<file path="src/rtl/alu_pkg.sv">
// Opcode encodings and legality check shared by the ALU core and execute stage.
package alu_pkg;

  localparam logic [3:0] ALU_ADD = 4'b0000;
  localparam logic [3:0] ALU_SUB = 4'b0010;
  localparam logic [3:0] ALU_AND = 4'b0100;
  localparam logic [3:0] ALU_OR  = 4'b0101;
  localparam logic [3:0] ALU_XOR = 4'b0110;
  localparam logic [3:0] ALU_NOR = 4'b0111;
  localparam logic [3:0] ALU_SLT = 4'b1010;

  function automatic logic alu_is_legal(input logic [3:0] op);
    case (op)
      ALU_ADD, ALU_SUB, ALU_AND, ALU_OR,
      ALU_XOR, ALU_NOR, ALU_SLT: alu_is_legal = 1'b1;
      default:                   alu_is_legal = 1'b0;
    endcase
  endfunction

endpackage

</file>
<file path="src/rtl/alu_exec_stage_if.sv">
// Upstream operand handshake and downstream result handshake of the execute stage.
interface alu_exec_stage_if #(
  parameter int WIDTH = 32
);
  logic             in_valid;
  logic             in_ready;
  logic [3:0]       in_op;
  logic [WIDTH-1:0] in_a;
  logic [WIDTH-1:0] in_b;
  logic             out_valid;
  logic             out_ready;
  logic [WIDTH-1:0] out_result;
  logic             out_zero;
  logic             out_ovf;
  logic             out_err;

  // The stage itself
  modport slave (
    input  in_valid, in_op, in_a, in_b, out_ready,
    output in_ready, out_valid, out_result, out_zero, out_ovf, out_err
  );

  // Upstream producer plus downstream consumer
  modport master (
    output in_valid, in_op, in_a, in_b, out_ready,
    input  in_ready, out_valid, out_result, out_zero, out_ovf, out_err
  );
endinterface

</file>
<file path="src/rtl/alu_core.sv">
// Combinational ALU: add/sub with signed overflow, logic ops, signed set-less-than.
module alu_core
  import alu_pkg::*;
#(
  parameter int WIDTH = 32
) (
  input  logic [3:0]       op,
  input  logic [WIDTH-1:0] a,
  input  logic [WIDTH-1:0] b,
  output logic [WIDTH-1:0] result,
  output logic             ovf,
  output logic             err
);

  logic [WIDTH-1:0] sum;
  logic [WIDTH-1:0] diff;
  logic             add_ovf;
  logic             sub_ovf;

  assign sum     = a + b;
  assign diff    = a - b;
  assign add_ovf = (a[WIDTH-1] == b[WIDTH-1]) & (sum[WIDTH-1]  != a[WIDTH-1]);
  assign sub_ovf = (a[WIDTH-1] != b[WIDTH-1]) & (diff[WIDTH-1] != a[WIDTH-1]);

  always_comb begin
    result = '0;
    ovf    = 1'b0;
    err    = ~alu_is_legal(op);
    case (op)
      ALU_ADD: begin
        result = sum;
        ovf    = add_ovf;
      end
      ALU_SUB: begin
        result = diff;
        ovf    = sub_ovf;
      end
      ALU_AND: result = a & b;
      ALU_OR:  result = a | b;
      ALU_XOR: result = a ^ b;
      ALU_NOR: result = ~(a | b);
      // Overflow flips the apparent sign of the difference
      ALU_SLT: result = {{(WIDTH-1){1'b0}}, diff[WIDTH-1] ^ sub_ovf};
      default: result = '0;
    endcase
  end

endmodule

</file>
<file path="src/rtl/alu_exec_stage.sv">
// Registered execute stage: one-entry output register behind a valid/ready handshake.
module alu_exec_stage
  import alu_pkg::*;
#(
  parameter int WIDTH = 32,
  parameter int CNT_W = 16
) (
  input  logic               clk,
  input  logic               reset,
  alu_exec_stage_if.slave    bus,
  output logic [CNT_W-1:0]   op_count
);

  logic [WIDTH-1:0] core_result;
  logic             core_ovf;
  logic             core_err;
  logic             in_fire;
  logic             out_fire;

  alu_core #(.WIDTH(WIDTH)) u_core (
    .op     (bus.in_op),
    .a      (bus.in_a),
    .b      (bus.in_b),
    .result (core_result),
    .ovf    (core_ovf),
    .err    (core_err)
  );

  // Bubble-free: a held result that leaves this cycle frees the slot
  assign bus.in_ready = ~bus.out_valid | bus.out_ready;
  assign in_fire      = bus.in_valid & bus.in_ready;
  assign out_fire     = bus.out_valid & bus.out_ready;

  always_ff @(posedge clk) begin
    if (reset) begin
      bus.out_valid  <= 1'b0;
      bus.out_result <= '0;
      bus.out_zero   <= 1'b0;
      bus.out_ovf    <= 1'b0;
      bus.out_err    <= 1'b0;
      op_count       <= '0;
    end else begin
      if (in_fire) begin
        bus.out_valid  <= 1'b1;
        bus.out_result <= core_result;
        bus.out_zero   <= (core_result == '0);
        bus.out_ovf    <= core_ovf;
        bus.out_err    <= core_err;
      end else if (out_fire) begin
        bus.out_valid  <= 1'b0;
      end
      if (out_fire) begin
        op_count <= op_count + CNT_W'(1);
      end
    end
  end

endmodule

</file>
<file path="src/flat_wrapper.sv">
// flat-port wrapper written by rule: the top's interface ports become plain ports
module alu_exec_stage_flat import alu_pkg::*;
#(
  parameter int WIDTH = 32,
  parameter int CNT_W = 16
)
  (clk, reset, op_count, bus_in_valid, bus_in_op, bus_in_a, bus_in_b, bus_out_ready, bus_in_ready, bus_out_valid, bus_out_result, bus_out_zero, bus_out_ovf, bus_out_err);
  alu_exec_stage_if #(.WIDTH(WIDTH)) bus_i ();
  input  logic clk;
  input  logic reset;
  output logic [CNT_W-1:0] op_count;
  input wire logic [$bits(bus_i.in_valid)-1:0] bus_in_valid;
  input wire logic [$bits(bus_i.in_op)-1:0] bus_in_op;
  input wire logic [$bits(bus_i.in_a)-1:0] bus_in_a;
  input wire logic [$bits(bus_i.in_b)-1:0] bus_in_b;
  input wire logic [$bits(bus_i.out_ready)-1:0] bus_out_ready;
  output wire logic [$bits(bus_i.in_ready)-1:0] bus_in_ready;
  output wire logic [$bits(bus_i.out_valid)-1:0] bus_out_valid;
  output wire logic [$bits(bus_i.out_result)-1:0] bus_out_result;
  output wire logic [$bits(bus_i.out_zero)-1:0] bus_out_zero;
  output wire logic [$bits(bus_i.out_ovf)-1:0] bus_out_ovf;
  output wire logic [$bits(bus_i.out_err)-1:0] bus_out_err;
  assign bus_i.in_valid = bus_in_valid;
  assign bus_i.in_op = bus_in_op;
  assign bus_i.in_a = bus_in_a;
  assign bus_i.in_b = bus_in_b;
  assign bus_i.out_ready = bus_out_ready;
  assign bus_in_ready = bus_i.in_ready;
  assign bus_out_valid = bus_i.out_valid;
  assign bus_out_result = bus_i.out_result;
  assign bus_out_zero = bus_i.out_zero;
  assign bus_out_ovf = bus_i.out_ovf;
  assign bus_out_err = bus_i.out_err;
  alu_exec_stage #(.WIDTH(WIDTH), .CNT_W(CNT_W)) u_core (.clk(clk), .reset(reset), .bus(bus_i), .op_count(op_count));
endmodule
</file>
<file path="config.mk">
export PLATFORM = sky130hd
export DESIGN_NAME = alu_exec_stage_flat
export DESIGN_NICKNAME = d
export VERILOG_FILES = /design/src/rtl/alu_pkg.sv /design/src/rtl/alu_exec_stage_if.sv /design/src/rtl/alu_core.sv /design/src/rtl/alu_exec_stage.sv /design/src/flat_wrapper.sv
export SDC_FILE = /design/constraint.sdc
export NUM_CORES = 1
export LEC_CHECK = 0
export BUFFER_PORTS_ARGS = -buffer_cell sky130_fd_sc_hd__buf_2
export CAP_MARGIN = 20
export CORE_ASPECT_RATIO = 0.5
export CORE_MARGIN = 2
export CORE_UTILIZATION = 40
export CTS_CLUSTER_SIZE = 10
export DETAILED_ROUTE_END_ITERATION = 8
export GPL_TIMING_DRIVEN = 0
export PLACE_DENSITY = 0.67
export SETUP_SLACK_MARGIN = 0.2
export SYNTH_ARGS = -nofsm -noshare
export SYNTH_HDL_FRONTEND = slang
export SYNTH_SLANG_ARGS = --single-unit
</file>
<file path="constraint.sdc">
create_clock -name clk -period 6.9 [get_ports clk]
set_clock_uncertainty 0.2 [all_clocks]
set_input_delay 0.69 -clock clk [delete_from_list [all_inputs] [get_ports clk]]
set_output_delay 0.69 -clock clk [all_outputs]
set_load 0.02 [all_outputs]
</file>
== Yosys cells after proc, flatten, opt, wreduce, memory -nomap -nowiden ==
Index checks and enable logic that the tools add are counted.
Word-level totals
  bits in registers: 52
  bits of input ports: 72
  output and inout port bits: 53
Operators by class
  add/sub/neg operators: 3
  eq/ne operators: 10
  multiplexer cells: 5
  bitwise operators: 12
  reductions and logical operators: 4
Operators by type and width (number)
  $pmux 32 s7: 1
  $add 32x32->32: 1
  $and 32x32->32: 1
  $logic_not 32->1: 1
  $not 32->32: 1
  $or 32x32->32: 1
  $sub 32x32->32: 1
  $xor 32x32->32: 1
  $add 16x1->16 const B: 1
  $eq 4x3->1 const B: 4
  $reduce_or 7->1: 1
  $and 1x1->1: 4
  $eq 4x2->1 const B: 1
  $eq 4x4->1 const B: 1
  $logic_not 4->1: 1
  $mux 1: 3
  $ne 1x1->1: 3
  $not 1->1: 2
  $pmux 1 s2: 1
  $reduce_bool 2->1: 1
  $eq 1x1->1: 1
  $or 1x1->1: 1
  $xor 1x1->1: 1

== Logic depth before layout (Yosys ltp) ==
Gate-level depths: netlist of run 1.
  depth after elaboration: 6
  depth in mapped cells: 25
  depth with buffers taken out: 24

== Cells and area by module ==
From an unflattened synthesis of run 1, not the netlist that was laid out.
Second synthesis, totals
  cell total of the unflattened synthesis: 1059
  area total of the unflattened synthesis: 7553.5 sq um
Modules (own cells, without submodules)
  alu_core: times used 1, cells an instance 813, area an instance 5561.6 sq um, seq. area each 0.0 sq um
  alu_exec_stage: times used 1, cells an instance 246, area an instance 1991.9 sq um, seq. area each 1041.0 sq um

== Worst setup path after synthesis of run 1 ==
OpenSTA, ideal clock, no wires.
  path type: input port to flip-flop
  start point: in bus_in_b[3]
  end point: reg u_core.bus.out_zero
  arrival: 5.081 ns
  setup slack: 1.560 ns
  stages on the path: 25
  path buffers: 1
  path through: inv_1 -> ha_1 -> clkbuf_1 -> inv_1 -> o311ai_0 -> a211oi_1 -> nor3_1 -> nor4_1 -> o41a_1 -> nand2b_1 -> a21oi_1 -> o21bai_1 -> a21oi_1 -> o31ai_1 -> fa_1 -> a32oi_1 -> o22a_1 -> nand4_1 -> or4_1 -> nor3_2 -> nand4_1 -> nor4_1 -> nand4_1 -> nor4_1 -> a41o_1
On the way
  cells in the longest elaborated chain, start to end: 6
  elaborated cells between the ends (all ways): 11
  classes of those cells: 2 x add/sub; 1 x eq/ne; 1 x mux; 6 x bitwise; 1 x reduce/logical
Ends and longest elaborated chain
  start: declaration: line flat_wrapper.sv:15  | input wire logic [$bits(bus_i.in_b)-1:0] bus_in_b;
  $sub 32x32->32: line alu_core.sv:21  | assign diff = a - b;
  $ne 1x1->1: line alu_core.sv:23  | assign sub_ovf = (a[WIDTH-1] != b[WIDTH-1]) & (diff[WIDTH-1] != a[WIDTH-1]);
  $and 1x1->1: line alu_core.sv:23
  $xor 1x1->1: line alu_core.sv:43  | ALU_SLT: result = {{(WIDTH-1){1'b0}}, diff[WIDTH-1] ^ sub_ovf};
  $pmux 32 s7 (*): line alu_core.sv:29  | case (op)
  $logic_not 32->1 (*): line alu_exec_stage.sv:46  | bus.out_zero <= (core_result == '0);
  end signal: assignment: line alu_exec_stage.sv:46
  end: declaration: line alu_exec_stage_if.sv:20  | output in_ready, out_valid, out_result, out_zero, out_ovf, out_err
Every way passes the cells marked *; elsewhere a longest branch is shown, timed or not.
A chain may end at the register's enable or synchronous reset.

== Worst setup path in the final report of run 1 ==
  start point: in bus_in_b[1]
  end point: reg u_core.bus.out_zero
The elaborated chain is that of the path after synthesis.

==> results of run 1 <==
logic make-up (layout without fill, tap and decap cells):
family / count (synthesis) / in the layout / share of synthesized area (%)
AO/OA/AOI/OAI: 390 / 390 / 33.0
AND/OR/NAND/NOR: 374 / 374 / 21.6
buffers and inverters: 178 / 312 / 8.42
adder cells (fa/ha/maj): 111 / 111 / 17.0
flip-flops: 52 / 52 / 12.5
XOR/XNOR: 48 / 48 / 5.06
multiplexers: 20 / 20 / 2.44
metal layers:
layer	global-route usage, %	part of all wire, %	up-vias
met5	0	0	-
met4	6.38	1.5	0
met3	5.76	10	44
met2	46.7	41	487
met1	47.1	48	4757
li1	-	-	4516
how the worst min path moves through the flow:
stage / cells after the start / startpoint / slack, ns / to
6_report: 2 / u_core.bus.out_result[7]$_SDFFE_PP0P_ / 0.26 / u_core.bus.out_result[7]$_SDFFE_PP0P_
2_1_floorplan: 2 / u_core.bus.out_err$_SDFFE_PP0P_ / 0.33 / u_core.bus.out_err$_SDFFE_PP0P_
4_1_cts: 2 / u_core.bus.out_result[7]$_SDFFE_PP0P_ / 0.26 / u_core.bus.out_result[7]$_SDFFE_PP0P_
5_1_grt: 2 / u_core.bus.out_result[2]$_SDFFE_PP0P_ / 0.29 / u_core.bus.out_result[2]$_SDFFE_PP0P_
3_5_place_dp: 2 / u_core.bus.out_result[7]$_SDFFE_PP0P_ / 0.25 / u_core.bus.out_result[7]$_SDFFE_PP0P_
3_3_place_gp: 2 / u_core.bus.out_result[13]$_SDFFE_PP0P_ / 0.24 / u_core.bus.out_result[13]$_SDFFE_PP0P_
worst register-to-register path: cells and delay by family, from the launching register on:
family                 cells  cell delay, ns
AO/OA/AOI/OAI              1            0.20
AND/OR/NAND/NOR            9            2.02
flip-flops                 1            0.32
buffers and inverters      1            0.32
flip-flops by register name, summed over array words and instances (netlist names):
name	count
u_core.bus.out_zero	1
u_core.bus.out_result	32
u_core.bus.out_ovf	1
u_core.bus.out_valid	1
u_core.op_count	16
u_core.bus.out_err	1
synth_stat cells (7+ instances only):
cell type | count | area share [%]
a211o_1 | 7 | 0.74
a211oi_1 | 35 | 3.2
a21o_1 | 22 | 2.0
a21oi_1 | 87 | 5.2
a22oi_1 | 12 | 1.1
a31o_2 | 7 | 0.74
a31oi_1 | 17 | 1.3
and2_1 | 10 | 0.75
and3_1 | 11 | 0.83
buf_2 | 13 | 0.78
clkbuf_1 | 61 | 2.8
dfxtp_1 | 52 | 13
ha_1 | 108 | 16
inv_1 | 96 | 4.3
mux2i_1 | 18 | 2.2
nand2_1 | 81 | 3.7
nand2b_1 | 16 | 1.2
nand3_1 | 26 | 1.6
nand4_1 | 18 | 1.4
nor2_1 | 127 | 5.7
nor2b_1 | 15 | 1.1
nor3_1 | 25 | 1.5
nor4_1 | 22 | 1.7
o211ai_1 | 16 | 1.4
o21a_1 | 15 | 1.4
o21ai_0 | 45 | 2.7
o21bai_1 | 14 | 1.3
o221ai_1 | 11 | 1.2
o31a_1 | 7 | 0.74
o31ai_1 | 17 | 1.5
xnor2_1 | 26 | 2.7
xor2_1 | 22 | 2.3
power by group through the flow:
stage	clock (mW)	sequential (mW)	combinational, mW
after detailed placement	0	0.334	0.678
after floorplan	0	0.354	0.424
final	0.246	0.327	0.705
after global placement	0	0.333	0.669
after global routing	0.264	0.329	0.762
after CTS	0.250	0.327	0.682
final cells by class:
cell class | count | area (sq um)
inverter | 98 | 368
clock buffer | 5 | 125
sequential | 52 | 1040
multi-input combinational | 943 | 6580
buffer | 80 | 332
tap | 273 | 342
clock inverter | 3 | 21.3
timing repair buffer | 126 | 639
fill | 2145 | 11000
per-stage QoR:
stage | setup WS [ns] | instance area, sq um
6_report | 0.509 | 9450
3_5_place_dp | 0.0866 | 9280
3_3_place_gp | 0.0757 | 9270
4_1_cts | 0.347 | 9430
2_1_floorplan | 1.56 | 8310
5_1_grt | 0.227 | 9450
==> qor.csv, run 1 <==
stage,metric,value,unit
critical_path,Bufs and invs on worst path,2,
clock_tree,H-tree levels,2,
clock_tree,Num CTS Buffers,5,
critical_path,worst reg2reg path depth,11,
floorplan,I/O pin cnt,125,
critical_path,CP Capture Point,u_core.bus.out_zero$_SDFFE_PP0P_,
timing,Period minus WS final,6.39,ns
cells_and_area,synthesis-to-layout area growth,13.7,%
pwr,Psw,0.591,mW
floorplan,Die Wd,208,microns
clock_tree,clock sinks,52,
floorplan,DIE AREA,22000,sq um
critical_path,worst r2r src,u_core.bus.out_valid$_SDFFE_PP0P_,
pwr,internal power,0.687,mW
clock_tree,Root Buffer,clkbuf_16,
cells_and_area,"most common cell after layout, fill and taps aside",buf_2,
critical_path,Crit path top cell by count,nand4_1,
grt,largest net degree at the start of global routing,18,
clock_tree,PostCTS Resize Cnt,0,
floorplan,Core Rows,37,
cells_and_area,most frequent cells in the layout,"buf_2 (137), nor2_1 (127), ha_1 (108)",
timing,fin crit share,92.6,%
cells_and_area,nets,1489,
clock_tree,post-CTS setup buffers,0,
critical_path,Worst EP arrival,6.42,ns
synthesis,post-synth net total,1356,
grt,initial antenna violation count,1,
synthesis,Main synth FF type,dfxtp_1,
synthesis,library cells used by synthesis,78,
critical_path,CP Launch Type,primary input,
hold_path,Min-Delay Path Class,reg -> reg,
route,DR vias/cell,6.21,
cells_and_area,number of diodes,0,
pwr,Logic pwr share,55.2,%
pwr,Leakage Power,4.30,nW
pwr,Net Sw Frac,46.3,%
critical_path,reg2reg setup slack,3.79,ns
floorplan,Core ar.,20500,sq um
critical_path,CP Capture Type,flip-flop,
pwr,Reg power frac,25.6,%
route,drc violations,0,
pwr,Clock power frac,19.2,%
critical_path,CP max stage cell,or4_1,
synthesis,"FFs w/ async S/R, synth",0,%
timing,Max Slew Vio Count,0,
cells_and_area,final core utilization,46.2,%
route,Routed Antenna Nets,0,
critical_path,Top delay family on crit path,simple AND/OR/NAND/NOR gates,
critical_path,"critical path fanouts, max",3,
synthesis,#FFs+latches synth,52,
place,port bufs,123,
run_status,status,"finished, final reports clean",
route,Starting DRT DRC Count,1214,
timing,Post-Route Setup TNS,0,ns
place,routability cong.,1.02,
clock_tree,clk buf depth,2,
cells_and_area,"non-filler cells, final",1580,
grt,Congestion Overflow GR,0,
timing,Final Hold Fails,0,
synthesis,Syn Area/Cell,7.08,sq um
clock_tree,"Reg clk slew, reported paths",0.07,ns
clock_tree,CTS Hold Bufs,0,
route,Routed WL,35300,microns
critical_path,worst path required time,6.93,ns
flow_run,max-cap violations,0,
synthesis,cell area after synthesis,8310,sq um
critical_path,Worst R2R End,u_core.bus.out_zero$_SDFFE_PP0P_,
floorplan,Die H,106,microns
grt,vias in the first global route,9119,
route,drt first pass iters,6,
timing,Fmax,0.156,GHz
route,Via Count,9804,
timing,Max-slew headroom,18.1,%
synthesis,synth warn,0,
grt,first-pass GRT wire length,54000,microns
timing,Hold WS,0.258,ns
critical_path,Critical path origin,bus_in_b[1],
timing,measured slew at the worst slew-check pin,1.23,ns
floorplan,Initial Utilization,40.6,%
cells_and_area,share of cells above drive strength 1,13.4,%
place,post-DP HPWL,28800,microns
critical_path,critical setup path kind,in -> reg,
grt,Total GRT Usage,31.5,%
synthesis,number of synthesized flops with an enable pin,0,
clock_tree,CTS tree,yes,
synthesis,cells after synthesis,1173,
place,Post-Place Cells,1571,
critical_path,max incr delay on CP,0.54,ns
timing,RSZ-0062 raised after global routing,no,
timing,final count of negative-setup-slack endpoints,0,
route,WL/cell,22.3,microns
synthesis,part of the Yosys area used for sequential elements,12.5,%
critical_path,Crit. path cell count,25,
clock_tree,Clock Latency Late Sink,0.29,ns
pwr,Power Total,1.28,mW
pwr,worst vdd ir,0.0000954,V
pwr,P per Cell Area,135,nW/um^2
Note: power is estimated with default switching activity, not from simulation.
==> inputs of run 2 (changes only) <==
Settings changed: CTS_BUF_LIST set to sky130_fd_sc_hd__clkbuf_8, TNS_END_PERCENT set to 30.
==> run 2 against run 1 <==
Net effect:
- global-route usage is 0.071 points lower
- critical endpoint unchanged
- cell count is the same
- largest power group unchanged
- non-clock buffer count unchanged
- sequential power barely moved
- largest cell class unchanged
==> qor.csv, run 2 (same netlist as run 1, synthesis figures left out) <==
stage,metric,value,unit
clock_tree,"Reg clk slew, reported paths",0.10,ns
route,Routed Antenna Nets,0,
clock_tree,clock sinks,52,
timing,Max Slew Vio Count,0,
critical_path,max incr delay on CP,0.54,ns
cells_and_area,Largest regs,"u_core.bus.out_result (32), u_core.op_count (16)",
critical_path,"critical path fanouts, max",8,
timing,Max-slew headroom,15.7,%
pwr,Leakage Power,4.28,nW
floorplan,Core ar.,20500,sq um
cells_and_area,nets,1489,
hold_path,Min-Delay Path Class,reg -> reg,
critical_path,reg2reg setup slack,3.76,ns
hold_path,hold path cells,2,
critical_path,CP Launch Type,primary input,
timing,RSZ-0062 raised after global routing,no,
timing,measured slew at the worst slew-check pin,1.27,ns
route,Routed WL,35200,microns
critical_path,CP max stage cell,or4_1,
clock_tree,clk buf depth,2,
timing,Final Hold Fails,0,
clock_tree,CTS tree,yes,
grt,largest net degree at the start of global routing,18,
route,drt first pass iters,5,
critical_path,Crit. path cell count,26,
route,Via Count,9771,
cells_and_area,number of diodes,0,
critical_path,worst path required time,6.95,ns
place,port bufs,123,
cells_and_area,most frequent cells in the layout,"buf_2 (137), nor2_1 (127), ha_1 (108)",
floorplan,I/O pin cnt,125,
critical_path,worst r2r src,u_core.bus.out_valid$_SDFFE_PP0P_,
route,drc violations,0,
clock_tree,H-tree levels,2,
grt,vias in the first global route,9108,
hold_path,end of the worst hold path,u_core.bus.out_result[7]$_SDFFE_PP0P_,
critical_path,worst reg2reg path depth,11,
place,routability cong.,1.02,
clock_tree,Num CTS Buffers,5,
pwr,P per Cell Area,129,nW/um^2
route,Starting DRT DRC Count,1214,
floorplan,Die Wd,208,microns
grt,Congestion Overflow GR,0,
clock_tree,CTS Hold Bufs,0,
place,dpl ws,0.0866,ns
timing,Period minus WS final,6.39,ns
pwr,Power Total,1.21,mW
route,WL/cell,22.3,microns
route,DR vias/cell,6.18,
place,post-DP HPWL,28800,microns
cells_and_area,share of cells above drive strength 1,13.4,%
floorplan,Initial Utilization,40.6,%
critical_path,Bufs and invs on worst path,4,
pwr,worst vdd ir,0.0000819,V
floorplan,Die H,106,microns
clock_tree,Root Buffer,clkbuf_8,
critical_path,Top delay family on crit path,simple AND/OR/NAND/NOR gates,
timing,fin crit share,92.6,%
timing,Post-Route Setup TNS,0,ns
clock_tree,post-CTS setup buffers,0,
critical_path,critical setup path kind,in -> reg,
hold_path,critical hold path startpoint,u_core.bus.out_result[7]$_SDFFE_PP0P_,
flow_run,max-cap violations,0,
grt,Total GRT Usage,31.4,%
grt,initial antenna violation count,1,
critical_path,CP Capture Type,flip-flop,
timing,worst setup margin,0.513,ns
timing,final count of negative-setup-slack endpoints,0,
grt,first-pass GRT wire length,54000,microns
run_status,status,"finished, final reports clean",
floorplan,Core Rows,37,
cells_and_area,"most common cell after layout, fill and taps aside",buf_2,
timing,Hold WS,0.261,ns
critical_path,Worst R2R End,u_core.bus.out_zero$_SDFFE_PP0P_,
cells_and_area,"Most flops, register",u_core.bus.out_result,
clock_tree,Clock Latency Late Sink,0.32,ns
cells_and_area,synthesis-to-layout area growth,13.0,%
timing,Fmax,0.157,GHz
critical_path,Worst EP arrival,6.44,ns
floorplan,DIE AREA,22000,sq um
cells_and_area,Largest register FFs,32,
critical_path,Crit path top cell by count,nand4_1,
run 2: cell types whose count changed in the layout (fill, tap and decap cells not counted):
| cell | before | now |
|---|---|---|
| clkbuf_8 | 0 | 5 |
| clkbuf_16 | 5 | 0 |
run 2: worst max-delay path by stage:
stage	from	slack [ns]	end
6_report	bus_in_b[3]	0.51	u_core.bus.out_zero$_SDFFE_PP0P_
5_1_grt	bus_in_b[3]	0.25	u_core.bus.out_zero$_SDFFE_PP0P_
4_1_cts	bus_in_b[3]	0.37	u_core.bus.out_zero$_SDFFE_PP0P_
3_5_place_dp	bus_in_b[1]	0.09	u_core.bus.out_zero$_SDFFE_PP0P_
3_3_place_gp	bus_in_b[3]	0.08	u_core.bus.out_zero$_SDFFE_PP0P_
2_1_floorplan	bus_in_b[3]	1.56	u_core.bus.out_zero$_SDFFE_PP0P_
run 2: layout make-up:
type | instances | area, sq um
Multi-Input combinational cell | 943 | 6580
Sequential cell | 52 | 1040
Buffer | 80 | 332
Tap cell | 273 | 342
Timing Repair Buffer | 126 | 639
Inverter | 98 | 368
Fill cell | 2159 | 11100
Clock inverter | 3 | 21.3
Clock buffer | 5 | 68.8
run 2: timing repair:
item	in CTS	in global routing
hold endpoints to repair	0	0
gates resized for setup	0	2
endpoints found under the setup margin	0	1
run 2: tightest hold or removal path: cells and delay by family (launching register included):
kind / cells / cell delay (ns)
compound gates: 1 / 0.05
simple gates: 1 / 0.05
flops: 1 / 0.32
run 2: power breakdown:
group	leakage, nW	internal [mW]	switching (mW)
sequential	0.426	0.317	0.00941
combinational	3.81	0.234	0.472
clock	0.0445	0.0722	0.104
total	4.28	0.624	0.586
run 2: metrics by stage:
| stage | utilization [%] | instances | cell area [sq um] |
|---|---|---|---|
| 2_1_floorplan | - | 1173 | 8310 |
| 3_3_place_gp | 45.3 | 1569 | 9270 |
| 3_5_place_dp | 45.4 | 1571 | 9280 |
| 4_1_cts | 45.8 | 1579 | 9370 |
| 5_1_grt | 45.9 | 1580 | 9390 |
| 6_report | 45.9 | 1580 | 9390 |
run 2: routing by layer:
layer  vias to the layer above  track usage (%)  wire, microns
li1                       4515                -              -
met3                        53             5.97           3770
met2                       509             46.6          14200
met5                         -                0              0
met4                         0             6.23            560
met1                      4694             46.9          16700
==> inputs of run 3 (changes only) <==
Settings changed: CELL_PAD_IN_SITES_DETAIL_PLACEMENT set to 1, CELL_PAD_IN_SITES_GLOBAL_PLACEMENT set to 2, CORE_UTILIZATION 40 to 34, PLACE_DENSITY 0.67 to 0.92.
==> run 3 against run 2 <==
Net effect:
- via count increased by 0.96%
- first-iteration DRC count decreased by 6.3%
- hold slack improved by 0.0045 ns
- non-clock buffer count unchanged
- register-to-register slack improved by 0.03 ns
- cell area increased by 0.89%
- critical path depth unchanged
- die area increased by 17%
- total power increased by 1.9%
- clock power increased by 9%
- maximum frequency decreased by 1.1%
- worst setup slack got worse by 0.072 ns
==> qor.csv, run 3 (same netlist as run 1, synthesis figures left out) <==
stage,metric,value,unit
place,port bufs,123,
timing,Final Hold Fails,0,
place,routability cong.,0.944,
clock_tree,clk buf depth,2,
critical_path,Critical path origin,bus_in_b[3],
pwr,P per Cell Area,130,nW/um^2
place,Area after DPL,9330,sq um
pwr,Psw,0.606,mW
critical_path,CP Launch Type,primary input,
critical_path,Worst EP arrival,6.53,ns
clock_tree,Clock Latency Late Sink,0.32,ns
timing,Fmax,0.155,GHz
critical_path,CP Capture Type,flip-flop,
floorplan,Die Wd,225,microns
timing,Period minus WS final,6.46,ns
cells_and_area,"Most flops, register",u_core.bus.out_result,
critical_path,"critical path fanouts, max",8,
timing,Max-slew headroom,29.7,%
cells_and_area,number of diodes,0,
floorplan,I/O pin cnt,125,
floorplan,Core ar.,24000,sq um
cells_and_area,Largest regs,"u_core.bus.out_result (32), u_core.op_count (16)",
clock_tree,H-tree levels,2,
pwr,Logic pwr share,57.6,%
pwr,Reg power frac,26.9,%
route,drt first pass iters,6,
grt,Congestion Overflow GR,0,
clock_tree,Root Buffer,clkbuf_8,
grt,initial antenna violation count,0,
cells_and_area,synthesis-to-layout area growth,14.0,%
route,Starting DRT DRC Count,1138,
clock_tree,Num CTS Buffers,5,
grt,vias in the first global route,9748,
clock_tree,CTS tree,yes,
critical_path,worst path required time,6.98,ns
route,Routed Antenna Nets,0,
flow_run,max-cap violations,0,
critical_path,worst r2r src,u_core.bus.out_valid$_SDFFE_PP0P_,
pwr,Clock power frac,15.5,%
critical_path,critical setup path kind,in -> reg,
hold_path,Min-Delay Path Class,reg -> reg,
pwr,Net Sw Frac,49.2,%
grt,Total GRT Usage,28.7,%
clock_tree,"Reg clk slew, reported paths",0.10,ns
floorplan,DIE AREA,25800,sq um
floorplan,Core Rows,40,
timing,Hold WS,0.265,ns
floorplan,Die H,115,microns
route,DR vias/cell,6.08,
timing,measured slew at the worst slew-check pin,1.05,ns
pwr,Leakage Power,4.29,nW
pwr,internal power,0.626,mW
cells_and_area,Final Cell Area,9480,sq um
grt,first-pass GRT wire length,57200,microns
timing,Max Slew Vio Count,0,
route,Via Count,9865,
cells_and_area,nets,1489,
cells_and_area,"most common cell after layout, fill and taps aside",buf_2,
timing,fin crit share,93.6,%
route,Routed WL,37700,microns
cells_and_area,share of cells above drive strength 1,13.7,%
run_status,status,"finished, final reports clean",
route,WL/cell,23.2,microns
cells_and_area,Largest register FFs,32,
floorplan,Initial Utilization,34.6,%
timing,RSZ-0062 raised after global routing,no,
grt,largest net degree at the start of global routing,18,
hold_path,critical hold path startpoint,u_core.bus.out_result[3]$_SDFFE_PP0P_,
timing,final count of negative-setup-slack endpoints,0,
place,post-DP HPWL,30000,microns
clock_tree,clock sinks,52,
route,drc violations,0,
cells_and_area,most frequent cells in the layout,"buf_2 (136), nor2_1 (127), ha_1 (108)",
pwr,worst vdd ir,0.0000888,V
run 3: cell counts in the layout (fill, tap and decap cells not counted):
No cell type changed its count.
run 3: path summary, 6_finish.rpt:
path	cells after the start	slack, ns	to
hold / removal	2	0.27	u_core.bus.out_result[3]$_SDFFE_PP0P_
setup / recovery	26	0.44	u_core.bus.out_zero$_SDFFE_PP0P_
setup reg to reg	11	3.79	u_core.bus.out_zero$_SDFFE_PP0P_
hold reg to reg	2	0.27	u_core.bus.out_result[3]$_SDFFE_PP0P_
run 3: layer usage:
| layer | vias up | global-route usage [%] | routed length [microns] |
|---|---|---|---|
| met5 | - | 0 | 0 |
| met3 | 70 | 3.90 | 2800 |
| li1 | 4531 | - | - |
| met2 | 385 | 45.5 | 16400 |
| met4 | 0 | 6.93 | 910 |
| met1 | 4879 | 41.0 | 17600 |
run 3: area by class of cell:
type	instances	area, sq um
buffer	80	333
sequential	52	1040
inverter	98	368
tap	315	394
multi-input combinational	943	6610
clock inverter	3	21.3
fill	3129	14500
clock buffer	5	68.8
timing repair buffer	126	642
run 3: timing repair:
| item | CTS | global route |
|---|---|---|
| endpoints found under the setup margin | 1 | 1 |
| pin swaps | 0 | 3 |
| buffers inserted | 0 | 1 |
| endpoints found under the hold margin | 0 | 0 |
| gates resized for setup | 1 | 8 |
| hold buffers | 0 | 0 |
run 3: worst max-delay path: stages:
cell and delay (ns):
buf_2 0.10, inv_1 0.06, ha_1 0.29, clkbuf_1 0.20
inv_1 0.18, o311ai_2 0.18, a211oi_2 0.40, nor3_1 0.19
nor4_2 0.44, o41a_1 0.29, nand2b_1 0.12, a21oi_1 0.16
o21bai_1 0.08, a21oi_1 0.19, o31ai_1 0.14, fa_1 0.46
a32oi_1 0.22, o22a_1 0.22, nand4_1 0.10, or4_1 0.54
nor3_2 0.14, nand4_1 0.18, nor4_2 0.29, nand4_1 0.14
nor4_1 0.31, a41o_1 0.20
run 3: stage by stage:
| step | total power, mW | setup slack (ns) | std cells | utilization, % | TNS [ns] |
|---|---|---|---|---|---|
| after floorplan | 0.778 | 1.56 | 1173 | - | 0 |
| after global placement | 0.999 | -0.0767 | 1611 | 38.8 | -0.0767 |
| after detailed placement | 1.02 | -0.269 | 1612 | 38.8 | -0.269 |
| after CTS | 1.21 | 0.248 | 1620 | 39.2 | 0 |
| after global routing | 1.30 | 0.169 | 1622 | 39.4 | 0 |
| final | 1.23 | 0.441 | 1622 | 39.4 | 0 |
run 3: power groups by stage:
stage | Combinational (mW) | Clock [mW] | Sequential [mW]
floorplan | 0.424 | 0 | 0.354
global placement | 0.662 | 0 | 0.337
detailed placement | 0.679 | 0 | 0.338
CTS | 0.683 | 0.193 | 0.331
global route | 0.762 | 0.206 | 0.332
finish | 0.709 | 0.191 | 0.331
